[src/rtl/mem_access_unit.sv]
// Memory-stage access unit: steers store lanes, extracts/extends load lanes, flags misalignment,
// and stalls the pipeline from issue until the data-bus acknowledge has been consumed.
module mem_access_unit (
   input  logic        clk,
   input  logic        rst,
   input  logic [31:0] exmem_op_c_i,
   input  logic [4:0]  exmem_reg_waddr_i,
   input  logic        exmem_reg_we_i,
   input  logic        exmem_mtype_i,
   input  logic        exmem_mem_rw_i,
   input  logic [1:0]  exmem_mem_width_i,
   input  logic [31:0] exmem_mem_wr_data_i,
   input  logic        exmem_mem_rdtype_i,
   input  logic [31:0] exmem_mem_addr_i,
   output logic        dbus_req_o,
   output logic        dbus_we_o,
   output logic [31:0] dbus_addr_o,
   output logic [3:0]  dbus_be_o,
   output logic [31:0] dbus_wdata_o,
   input  logic        dbus_ack_i,
   input  logic [31:0] dbus_rdata_i,
   output logic [31:0] mem_reg_wdata_o,
   output logic [4:0]  mem_reg_waddr_o,
   output logic        mem_reg_we_o,
   output logic        mem_stall_req_o,
   output logic        mem_misalign_o
);

   typedef enum logic [1:0] {IDLE, REQ, RESP} state_t;

   state_t      state_q, state_d;
   logic        req_q, req_d;
   logic        we_q, we_d;
   logic [31:0] addr_q, addr_d;
   logic [3:0]  be_q, be_d;
   logic [31:0] wdata_q, wdata_d;
   logic [31:0] rdata_q, rdata_d;

   logic [1:0]  off;
   logic        aligned;
   logic        misalign;
   logic        issue;
   logic        is_load;
   logic [3:0]  be_calc;
   logic [31:0] wd_calc;
   logic [31:0] shifted;
   logic [31:0] load_ext;

   assign off = exmem_mem_addr_i[1:0];

   always_comb begin
      aligned  = 1'b1;
      be_calc  = 4'b1111;
      wd_calc  = exmem_mem_wr_data_i;
      load_ext = rdata_q;
      shifted  = rdata_q >> {off, 3'b000};
      case (exmem_mem_width_i)
         2'b00: begin
            aligned  = 1'b1;
            be_calc  = 4'b0001 << off;
            wd_calc  = {4{exmem_mem_wr_data_i[7:0]}};
            load_ext = exmem_mem_rdtype_i ? {24'd0, shifted[7:0]}
                                          : {{24{shifted[7]}}, shifted[7:0]};
         end
         2'b01: begin
            aligned  = ~off[0];
            be_calc  = 4'b0011 << {off[1], 1'b0};
            wd_calc  = {2{exmem_mem_wr_data_i[15:0]}};
            load_ext = exmem_mem_rdtype_i ? {16'd0, shifted[15:0]}
                                          : {{16{shifted[15]}}, shifted[15:0]};
         end
         default: begin
            aligned  = (off == 2'b00);
            be_calc  = 4'b1111;
            wd_calc  = exmem_mem_wr_data_i;
            load_ext = rdata_q;
         end
      endcase
   end

   assign misalign = exmem_mtype_i & ~aligned;
   assign issue    = exmem_mtype_i & aligned & (state_q == IDLE);
   assign is_load  = exmem_mtype_i & ~exmem_mem_rw_i;

   // Bus fields are latched at issue and held untouched through REQ.
   always_comb begin
      state_d = state_q;
      req_d   = req_q;
      we_d    = we_q;
      addr_d  = addr_q;
      be_d    = be_q;
      wdata_d = wdata_q;
      rdata_d = rdata_q;
      case (state_q)
         IDLE: begin
            if (issue) begin
               state_d = REQ;
               req_d   = 1'b1;
               we_d    = exmem_mem_rw_i;
               addr_d  = {exmem_mem_addr_i[31:2], 2'b00};
               be_d    = be_calc;
               wdata_d = wd_calc;
            end
         end
         REQ: begin
            if (dbus_ack_i) begin
               state_d = RESP;
               req_d   = 1'b0;
               rdata_d = dbus_rdata_i;
            end
         end
         RESP:    state_d = IDLE;
         default: state_d = IDLE;
      endcase
   end

   always_ff @(posedge clk) begin
      if (rst) begin
         state_q <= IDLE;
         req_q   <= 1'b0;
         we_q    <= 1'b0;
         addr_q  <= 32'd0;
         be_q    <= 4'd0;
         wdata_q <= 32'd0;
         rdata_q <= 32'd0;
      end else begin
         state_q <= state_d;
         req_q   <= req_d;
         we_q    <= we_d;
         addr_q  <= addr_d;
         be_q    <= be_d;
         wdata_q <= wdata_d;
         rdata_q <= rdata_d;
      end
   end

   assign dbus_req_o   = req_q;
   assign dbus_we_o    = we_q;
   assign dbus_addr_o  = addr_q;
   assign dbus_be_o    = be_q;
   assign dbus_wdata_o = wdata_q;

   // A load may only write back once its data has landed in the buffer (RESP).
   assign mem_stall_req_o = issue | (state_q == REQ);
   assign mem_misalign_o  = misalign;
   assign mem_reg_wdata_o = is_load ? load_ext : exmem_op_c_i;
   assign mem_reg_waddr_o = exmem_reg_waddr_i;
   assign mem_reg_we_o    = exmem_reg_we_i & ~misalign & ~(is_load & (state_q != RESP));

endmodule

[config.mk]
export PLATFORM = sky130hd
export DESIGN_NAME = mem_access_unit
export DESIGN_NICKNAME = d
export VERILOG_FILES = /design/src/rtl/mem_access_unit.sv
export SDC_FILE = /design/constraint.sdc
export NUM_CORES = 1
export LEC_CHECK = 0
export BUFFER_PORTS_ARGS = -buffer_cell sky130_fd_sc_hd__buf_2
export CORE_ASPECT_RATIO = 1.5
export CORE_MARGIN = 4
export CORE_UTILIZATION = 41
export DETAILED_ROUTE_END_ITERATION = 10
export GPL_ROUTABILITY_DRIVEN = 0
export PLACE_DENSITY_LB_ADDON = 0.2
export SETUP_SLACK_MARGIN = 0.5
export SKIP_LAST_GASP = 1
export SYNTH_ARGS = -nofsm -noshare
export SYNTH_HDL_FRONTEND = slang
export SYNTH_SLANG_ARGS = --single-unit
[constraint.sdc]
create_clock -name clk -period 1.6 [get_ports clk]
set_input_delay 0.32 -clock clk [delete_from_list [all_inputs] [get_ports clk]]
set_output_delay 0.32 -clock clk [all_outputs]
set_load 0.01 [all_outputs]
==> results.tsv <==
metric	value	unit
largest net degree at the start of global routing	39	
synthesis-stage register bit count	102	
crit-path max cell delay	350	ps
power per cell area	742	mW/mm^2
Max transition margin	62.6	%
Port Buffers	239	
FP Rows	48	
register area	0.00217	mm^2
DR vias/cell	5.82	
Avg Inst Size Synth	7.61	um^2
outcome	finished, violations left	
CP dominant cell by count	buf_6	
max-cap viol count	0	
gr usage total	27.6	%
unrepaired setup endpoints after global routing	true	
Hold Buf Count CTS	0	
Top-Level Pins	252	
TritonRoute pass-1 iters	7	
critical path class	reg2out	
drt total wl	26200	um
share of post-route cells with drive strength above 1	72.7	%
Fill cells	578	
chip width	97.6	um
clk buf depth	2	
Post-synth EDFFs	0	
ANT nets after route	0	
crit-path max FO	8	
Via Count	6642	
die height	142	um
setup ws final	-340	ps
Reg2Reg Setup Slack	-60	ps
Slew @ Worst Pin	561	ps
cell internal pwr	5.01	mW
sequential share of the synthesized area	41.4	%
CTS tree	built	
initial antenna violation count	3	
worst slack, placed	-319	ps
dominant synthesized flop cell	dfxtp_1	
worst-path cell chain	mux2i_1 -> nand3b_1 -> nand4_1 -> buf_6 -> clkbuf_16 -> nand3_2 -> buf_6	
Reg power frac	38.3	%
TritonCTS Sinks	102	
Die ar.	0.0139	mm^2
DR iter-0 viols	376	
cts bufs inserted	9	
post-synthesis cell count	648	
CP startpoint kind	register	
Layout Nets	1124	
Clock transition at path regs	70	ps
Max VDD drop	575	uV
vias in the first global route	6062	
# DRC	0	
Area Growth Syn to Fin	102	%
Layout Cells excl Fill	1142	
DPL Wire Length	13300	um
Placed Cells incl. Taps	1031	
Sw Ratio	32.2	%
Netlist cell types	37	
Leak	4.54	nW
minimum clock period	1940	ps
Mapped Area	0.00493	mm^2
Logic pwr share	32.2	%
Starting Density	42.3	%
yosys warns	0	
required time of the critical path	1280	ps
final hold viol count	0	
Worst setup EP type	primary output	
Slew Viols, Final	0	
asr flop ratio synth	0	%
highest-delay cell along the critical path	dfxtp_2	
Period Utilization, post-route	121	%
Synth area leaders	dfxtp_1 (41%), nand2_1 (14%), a21oi_1 (10%), mux2i_1 (4.1%), nand3_1 (3.2%)	
CTS H-tree lvls	3	
clock share of power	29.6	%
Achievable Freq	515	MHz
latest clock arrival within the worst-skew pair	350	ps
first-pass GRT wire length	30800	um
Pwr Total	7.39	mW
violations in the final reports	setup timing	
largest area contributor in the netlist	dfxtp_1	
CTS root buffer	clkbuf_16	
Final Skew	8.14	ps
Synth top area share	41.4	%
routed length per instance	23.0	um
sw power	2.38	mW
setup violators final	45	
Worst Path Arrival	1620	ps
worst min path class	in2reg	
multi-input combinational cell area	0.00375	mm^2
grt ovf	0	
core area	0.0117	mm^2
## worst max-delay path, delay by kind of cell (launching register included)
kind	cells	cell delay (ps)
and+or+nand+nor	3	300
muxes	1	220
DFF	1	350
buffers and inverters	3	400
## stage by stage
step	TNS, ps	hold WS, ps	instance area, um^2	utilization, %
3_5_place_dp	-21360	443	6690	57.4
3_3_place_gp	-17280	438	6690	57.4
5_1_grt	-12010	196	9960	85.5
4_1_cts	-8010	196	8220	70.6
6_report	-9430	206	9960	85.5
2_1_floorplan	0	437	5120	-
## power by group through the flow
stage	Clock [mW]	Combinational, mW	Sequential [mW]
global placement	0	1.27	2.81
detailed placement	0	1.30	2.82
global route	2.30	2.49	2.84
finish	2.18	2.38	2.83
floorplan	0	0.664	2.86
CTS	2.20	1.76	2.78
## layout make-up
type / count / share of cell area, %
Antenna cell: 5 / 0.126
Clock buffer: 9 / 2.26
Clock inverter: 7 / 0.628
Inverter: 3 / 0.113
Multi-Input combinational cell: 483 / 37.6
Sequential cell: 102 / 21.8
Tap cell: 150 / 1.88
Timing Repair Buffer: 383 / 35.6
## Yosys cell counts, drive strengths merged (15+ instances only)
master  number
nand2      185
dfxtp      102
a21oi      101
buf         35
nor2        34
nand3       32
clkbuf      28
mux2i       20
o21ai       20
a22oi       15
## metal layers
metal | share of wire, % | up-vias | global-route usage [%]
met2 | 53 | 421 | 51.5
met1 | 34 | 3194 | 30.0
met3 | 6.1 | 125 | 4.56
met5 | 0 | - | 0
met4 | 7.2 | 0 | 13.8
li1 | - | 2902 | -
## sequential cells by signal (all words and copies together), names as in the netlist
signal / cells
dbus_req_o: 1
dbus_addr_o: 30
rdata_q: 32
dbus_we_o: 1
dbus_be_o: 4
dbus_wdata_o: 32
state_q: 2
## cells in the final DEF, fill, tap and decap left out, types with 7 or more instances in the layout
| master | n |
|---|---|
| buf_2 | 153 |
| buf_6 | 108 |
| nand2_1 | 101 |
| dfxtp_2 | 77 |
| buf_4 | 77 |
| a21oi_2 | 76 |
| nand2_4 | 66 |
| nor2_1 | 23 |
| a21oi_1 | 23 |
| buf_12 | 23 |
| mux2i_1 | 19 |
| nand3_1 | 18 |
| nand2_2 | 18 |
| dfxtp_1 | 17 |
| buf_16 | 13 |
| clkbuf_16 | 12 |
| o21ai_0 | 11 |
| nand3_2 | 10 |
| o211ai_1 | 9 |
| a22oi_2 | 9 |
| a211oi_2 | 8 |
| dfxtp_4 | 8 |
| a22o_1 | 7 |
| mux2_2 | 7 |
| o21a_1 | 7 |
## path summary, 6_finish.rpt
kind	start	endpoint	cells after the start
worst max register to register	state_q[1]	dbus_addr_o[7]	10
worst min-delay path	exmem_mem_addr_i[26]	dbus_addr_o[26]	3
worst min register to register	rdata_q[6]	rdata_q[6]	2
worst max-delay path	rdata_q[23]	mem_reg_wdata_o[19]	7
## logic make-up (layout without fill, tap and decap cells)
group | Yosys count | count (layout) | share of synthesized area [%]
AOI/OAI and AO/OA | 185 | 186 | 23.7
buffers and inverters | 66 | 402 | 7.00
other | 1 | 7 | 0.0760
and+or+nand+nor | 267 | 268 | 22.1
muxes | 27 | 27 | 5.66
DFF | 102 | 102 | 41.4
## repair_timing
item,4_1_cts,5_1_grt
gates cloned,16,3
pin swaps,38,129
resized for setup,184,337
setup buffers,31,40
setup endpoints to repair,203,204
(Power assumes the default switching activity.)
